--- src/rtl/cmp_arbiter.sv ---
// cmp_arbiter
//   Two requesters share one subtract-and-zero-detect compare unit.
//   Each operation walks IDLE -> SUB -> CHK -> IDLE. Requester 0 is the
//   branch unit, requester 1 is the bex/setx unit. Under contention the
//   requester that was not served last wins (round-robin).
//
//   Optional feature: define CMP_LT_EN to build the overflow register and
//   the signed less-than result. Without it, lt is tied to 0.
//
// Ports
//   clock          rising-edge clock for all state
//   reset          asynchronous reset, active low
//   req[1:0]       compare requests (bit 0 branch unit, bit 1 bex/setx)
//   a0,b0 / a1,b1  32-bit operands of requester 0 / 1
//   grant[1:0]     combinational one-hot grant, only in the capture (IDLE) cycle
//   done[1:0]      registered one-hot, one-cycle result-valid pulse
//   eq             registered a==b of the last completed operation
//   lt             registered signed a<b of the last completed operation
//   busy           high in SUB and CHK
module cmp_arbiter (
  input  logic        clock,
  input  logic        reset,
  input  logic [1:0]  req,
  input  logic [31:0] a0,
  input  logic [31:0] b0,
  input  logic [31:0] a1,
  input  logic [31:0] b1,
  output logic [1:0]  grant,
  output logic [1:0]  done,
  output logic        eq,
  output logic        lt,
  output logic        busy
);

  typedef enum logic [1:0] {
    IDLE = 2'd0,
    SUB  = 2'd1,
    CHK  = 2'd2
  } state_t;

  state_t state, state_nxt;

  // Operands arranged per requester so the winner can index them.
  logic [1:0][31:0] a_in, b_in;
  assign a_in = {a1, a0};
  assign b_in = {b1, b0};

  logic        any_req;  // at least one requester is asking
  logic        win;      // index of the requester that wins this IDLE cycle
  logic        last;     // index of the requester served most recently
  logic        owner;    // requester owning the in-flight operation
  logic        capture;  // operands are latched at the coming edge
  logic [31:0] opa, opb; // captured operands
  logic [31:0] diff_c;   // combinational a - b of captured operands
  logic [31:0] diff;     // registered difference

  assign any_req = |req;
  // Single request wins outright; on contention the one not served last.
  assign win     = (req == 2'b11) ? ~last : req[1];
  assign diff_c  = opa - opb;

  // ---------------------------------------------------------------------
  // FSM: state register
  // ---------------------------------------------------------------------
  always_ff @(posedge clock or negedge reset) begin
    if (!reset) state <= IDLE;
    else        state <= state_nxt;
  end

  // ---------------------------------------------------------------------
  // FSM: next state and combinational outputs
  // ---------------------------------------------------------------------
  always_comb begin
    state_nxt = state;
    grant     = 2'b00;
    busy      = 1'b0;
    capture   = 1'b0;
    unique case (state)
      IDLE: begin
        // Gate with reset so grant drops the instant reset asserts.
        if (any_req && reset) begin
          grant     = win ? 2'b10 : 2'b01;
          capture   = 1'b1;
          state_nxt = SUB;
        end
      end
      SUB: begin
        busy      = 1'b1;
        state_nxt = CHK;
      end
      CHK: begin
        busy      = 1'b1;
        state_nxt = IDLE;
      end
      default: state_nxt = IDLE;
    endcase
  end

  // ---------------------------------------------------------------------
  // Operand capture, ownership and round-robin pointer
  // ---------------------------------------------------------------------
  always_ff @(posedge clock or negedge reset) begin
    if (!reset) begin
      opa   <= '0;
      opb   <= '0;
      owner <= 1'b0;
      last  <= 1'b1;  // requester 0 wins the first contention
    end else if (capture) begin
      opa   <= a_in[win];
      opb   <= b_in[win];
      owner <= win;
      last  <= win;
    end
  end

  // ---------------------------------------------------------------------
  // Subtract stage and result stage
  // ---------------------------------------------------------------------
  always_ff @(posedge clock or negedge reset) begin
    if (!reset) begin
      diff <= '0;
      eq   <= 1'b0;
      done <= 2'b00;
    end else begin
      done <= 2'b00;
      if (state == SUB) diff <= diff_c;
      if (state == CHK) begin
        eq   <= ~|diff;
        done <= owner ? 2'b10 : 2'b01;
      end
    end
  end

`ifdef CMP_LT_EN
  // Signed a<b = sign of the difference, corrected when the subtraction
  // overflowed (operand signs differ and result sign differs from a).
  logic ovf;
  logic lt_r;

  always_ff @(posedge clock or negedge reset) begin
    if (!reset) begin
      ovf  <= 1'b0;
      lt_r <= 1'b0;
    end else begin
      if (state == SUB) ovf  <= (opa[31] ^ opb[31]) & (diff_c[31] ^ opa[31]);
      if (state == CHK) lt_r <= diff[31] ^ ovf;
    end
  end

  assign lt = lt_r;
`else
  assign lt = 1'b0;
`endif

endmodule

--- config.mk ---
export PLATFORM = sky130hd
export DESIGN_NAME = cmp_arbiter
export DESIGN_NICKNAME = d
export VERILOG_FILES = /design/src/rtl/cmp_arbiter.sv
export SDC_FILE = /design/constraint.sdc
export NUM_CORES = 1
export LEC_CHECK = 0
export CAP_MARGIN = 20
export CORE_MARGIN = 4
export CORE_UTILIZATION = 40
export CTS_CLUSTER_DIAMETER = 100
export DETAILED_ROUTE_END_ITERATION = 16
export GPL_TIMING_DRIVEN = 1
export PLACE_DENSITY = 0.71
export SYNTH_ARGS = -nofsm -noshare
export SYNTH_HDL_FRONTEND = slang
export SYNTH_SLANG_ARGS = --single-unit
--- constraint.sdc ---
create_clock -name clock -period 3.4 [get_ports clock]
set_input_delay 0.68 -clock clock [delete_from_list [all_inputs] [get_ports clock]]
set_output_delay 0.68 -clock clock [all_outputs]
set_load 0.02 [all_outputs]
# == Word level (Yosys, flattened, before mapping) ==
# Cells that the tools add are included.
# word_totals
inputBits,132
word_cells,36
output_inout_bits,7
register_bits,103
# op_classes
n_reduce_logical,6
eq_ne,4
add_sub_neg,1
n_mux,15
order_cmp,1
bitwise,1
# ops
op,count
32-bit two-way mux,4
32-bit OR reduction,1
32-bit subtractor,1
2-bit two-way mux,6
2-bit equality test (second input constant),2
1-bit two-way mux,4
2-bit case mux with 2 select lines,1
2-bit OR reduction,2
2-bit by 1-bit equality test with 1-bit output (second input constant),1
2-bit logical NOT,1
1-bit by 2-bit less-than comparator with 1-bit output (second input constant),1
2-bit != test (second input constant),1
1-bit logical AND,1
1-bit logical NOT,1
1-bit NOT,1

# == Logic depth before layout (Yosys ltp) ==
# depth
word_depth,5
ltp_mapped,11
ltp_nobuf,11

# == Least setup slack after synthesis ==
# No wires, ideal clock.
# synth_path
path_type,reg2reg
start,register opa[0]
end,register diff[28]
slack_ns,0.840
period_less_slack_ns,2.560
t_required_ns,3.274
arrival_ns,2.434
path_stages_with_launch,12
path_cell_list,dfrtp_1 > inv_1 > ha_1 > fa_1 > nor2b_1 > o211ai_1 > a211o_1 > a31o_2 > a21oi_4 > o2111a_1 > o21ai_1 > a221o_1
# synth_via
elab_chain_cells,1
# synth_rtl
element,line_no,rtl
from (decl),53,"logic [31:0] opa, opb;"
from (signal assigned),109,opa <= a_in[win];
32-bit subtractor,60,assign diff_c = opa - opb;
to (signal assigned),126,if (state == SUB) diff <= diff_c;
to (decl),55,logic [31:0] diff;
# No other way between the ends.
# A chain may end at the register's enable or synchronous reset.

# == Worst setup path in the final report ==
# layout_path
start,input port req[0]
end,output port grant[0]
# layout_via
elab_chain_cells,5
elab_cells_between_ends,7
# layout_rtl
element,line_no,rtl
from (decl),23,"input logic [1:0] req,"
2-bit equality test,59,assign win = (req == 2'b11) ? ~last : req[1];
1-bit two-way mux,59,
2-bit two-way mux,82,grant = win ? 2'b10 : 2'b01;
2-bit two-way mux (*),81,if (any_req && reset) begin
2-bit two-way mux (*),78,unique case (state)
to (decl),28,"output logic [1:0] grant,"
# Every way passes the cells marked *; elsewhere a longest branch is shown, timed or not.

==> load_flow_metrics.sql <==
INSERT INTO impl_metrics (metric_group, metric, value, unit) VALUES
('status', 'outcome', 'finished clean', ''),
('cells_and_area', 'layout-drive-gt1-share', '0.0782', ''),
('setup_path', 'worst-setup-path-type', 'primary input to output pin', ''),
('power_and_ir_drop', 'power.density', '968', 'nW/um2'),
('min_path', 'hold_end', 'done[0]', ''),
('synth', 'ys_top_cells_by_count', 'dfrtp_1, nand2_1, o21ai_0', ''),
('die', 'initial_core_util', '0.412', ''),
('route', 'post_drt_via_cell_ratio', '5.02', ''),
('setup_path', 'path_max_fanout', '5', ''),
('route', 'route.antenna.remaining_nets', '0', ''),
('clocking', 'cts.repair.resized', '0', ''),
('timing', 'finalCriticalPeriod', '3.23', 'ns'),
('synth', 'unique_cell_type_count_in_the_yosys_netlist', '61', ''),
('clocking', 'cts.sink_count', '103', ''),
('route', 'dr_total_vias', '5041', ''),
('die', 'dieArea', '17900', 'um2'),
('clocking', 'clk-insertion-delay-late', '0.35', 'ns'),
('timing', 'final_min_period_over_clock_period', '0.950', ''),
('synth', 'yosysSeqAreaShare', '0.407', ''),
('timing', 'maxClockFrequency', '310', 'MHz'),
('synth', 'synthCells', '670', ''),
('die', 'floorplan.core_area', '15400', 'um2'),
('clocking', 'tritoncts.num_buffers', '9', ''),
('timing', 'max_slew_margin', '0.472', ''),
('synth', 'postSynthAreaPerCell', '9.46', 'um2'),
('run', 'maxCapViolCount', '0', ''),
('place', 'dp_cells', '987', ''),
('cells_and_area', 'fin_cells', '1004', ''),
('clocking', 'number_of_post_cts_setup_repair_buffers', '0', ''),
('synth', 'synth-seq-cells', '103', ''),
('synth', 'synthMostInstantiatedCell', 'dfrtp_1', ''),
('route', 'first_iter_violations', '249', ''),
('synth', 'mappedNetlistNets', '838', ''),
('synth', 'area_share_of_the_leading_cell_type_in_the_synthesized_netlist', '0.403', ''),
('die', 'dieWidth', '134', 'um'),
('timing', 'worst_slew_pin_slew', '0.791', 'ns'),
('synth', 'synth_edf_count', '0', ''),
('timing', 'totalNegativeSetupSlack', '0', 'ns'),
('die', 'io_pins', '139', ''),
('setup_path', 'arr_time_crit_path', '2.55', 'ns'),
('clocking', 'cts.path.max_buffers', '2', ''),
('global_routing', 'global_route.overflow_total', '0', ''),
('setup_path', 'end_kind', 'output pin', ''),
('power_and_ir_drop', 'p_leak', '3.74', 'nW'),
('power_and_ir_drop', 'max-vdd-ir-drop', '0.454', 'mV'),
('synth', 'synth_area_leader_cell', 'dfrtp_1', ''),
('global_routing', 'grt_start_max_net_pins', '131', ''),
('global_routing', 'via_count_of_the_first_global_routing_pass', '4937', ''),
('synth', 'mappedNetlistArea', '6340', 'um2'),
('setup_path', 'worst_r2r_startpoint', 'opa[0]', ''),
('cells_and_area', 'final_util', '0.534', ''),
('clocking', 'clkTransAtPathRegs', '0.07', 'ns'),
('place', 'detailed_place.area', '7870', 'um2'),
('timing', 'rsz0062_at_grt', 'false', ''),
('clocking', 'htreeDepth', '3', ''),
('place', 'place.gp.congestion', '0.856', ''),
('clocking', 'cts_tree', 'built', ''),
('global_routing', 'grt_pass1_wl', '23.5', 'mm'),
('setup_path', 'worst_r2r_path_depth', '11', ''),
('global_routing', 'groute.usage.overall', '0.160', ''),
('synth', 'ys_top_cells_by_area', 'dfrtp_1, mux2i_1, ha_1', ''),
('route', 'wl_per_cell', '14.0', 'um'),
('setup_path', 'startpoint_type', 'primary input', ''),
('synth', 'yosys_warnings', '0', ''),
('cells_and_area', 'postLayoutCellArea', '8200', 'um2'),
('clocking', 'cts_hold_repair.buffers', '0', ''),
('cells_and_area', 'nNetsFinal', '956', ''),
('setup_path', 'ff2ff_setup_slack', '0.54', 'ns'),
('timing', 'maxSlewViolCount', '0', ''),
('die', 'core.rowCount', '45', ''),
('synth', 'synthArstFlopShare', '1.00', '');
[stage by stage]
stage          setup slack (ns)  hold WS, ns  power (mW)
3_3_place_gp              0.207        0.436        6.80
3_5_place_dp              0.215        0.448        6.88
2_1_floorplan             0.840        0.384        5.82
4_1_cts                   0.207        0.459        8.00
5_1_grt                   0.108        0.490        8.73
6_report                  0.172        0.457        7.94
[state kept, by name (all words and copies together), names as in the netlist]
name   count
owner      1
done       2
eq         1
opb       32
last       1
diff      32
state      2
opa       32
[layout make-up]
| class | instances | area (um2) |
|---|---|---|
| well taps | 211 | 264 |
| clock inverters | 7 | 90.1 |
| multi-input cells | 485 | 3440 |
| fillers | 1400 | 7170 |
| inverters | 44 | 165 |
| repair buffers | 145 | 1440 |
| clock buffers | 9 | 225 |
| flip-flops and latches | 103 | 2580 |
[cell usage in the layout, fill, tap and decap left out, drive strengths merged, types with 4 or more instances in the layout]
cell type / n
nand2: 86
o211ai: 5
dfrtp: 102
nand3: 12
clkdlybuf4s50: 136
clkinv: 4
a211oi: 4
nand4: 8
mux2: 22
buf: 9
ha: 35
o21ai: 82
a21o: 20
xnor2: 14
mux2i: 64
o21bai: 4
inv: 46
nor4: 6
a211o: 4
and3: 8
nor2b: 6
xor2: 10
clkbuf: 9
nor2: 21
a21oi: 31
[power breakdown]
part           switching, mW  internal (mW)
sequential             0.343           1.84
clock                  0.493          0.588
combinational           2.55           2.13
total                   3.38           4.56
[how the worst max path moves through the flow]
stage | from | end | slack (ns)
floorplan | opa[0] | diff[28] | 0.84
global placement | req[0] | grant[0] | 0.21
detailed placement | req[0] | grant[0] | 0.21
CTS | req[0] | grant[0] | 0.21
global route | req[0] | grant[0] | 0.11
finish | req[0] | grant[0] | 0.17
[cell families (layout without fill, tap and decap cells)]
| logic type | Yosys count | in the layout | share of synthesized area |
|---|---|---|---|
| AO/OA/AOI/OAI | 176 | 176 | 0.177 |
| AND/OR/NAND/NOR | 162 | 162 | 0.117 |
| flip-flops | 103 | 103 | 0.407 |
| multiplexers | 86 | 86 | 0.140 |
| buffers and inverters | 82 | 205 | 0.0535 |
| adder cells (fa/ha/maj) | 36 | 36 | 0.0723 |
| XOR/XNOR | 24 | 24 | 0.0332 |
| other | 1 | 1 | 0.000592 |
[critical path, stage by stage]
cell and delay [ns]:
clkdlybuf4s50_1 0.52, o21a_1 0.25, nand2_4 0.07, nor2_1 0.24, buf_4 0.19, clkdlybuf4s50_1 0.60
[routing by layer]
layer / wire length (um) / up-vias / track usage
met5: 0 / - / 0
met4: 296 / 0 / 0.0411
met3: 658 / 13 / 0.0439
met2: 7080 / 100 / 0.275
met1: 6020 / 2330 / 0.199
li1: - / 2598 / -
No activity file was read; power rests on OpenSTA's default activity.
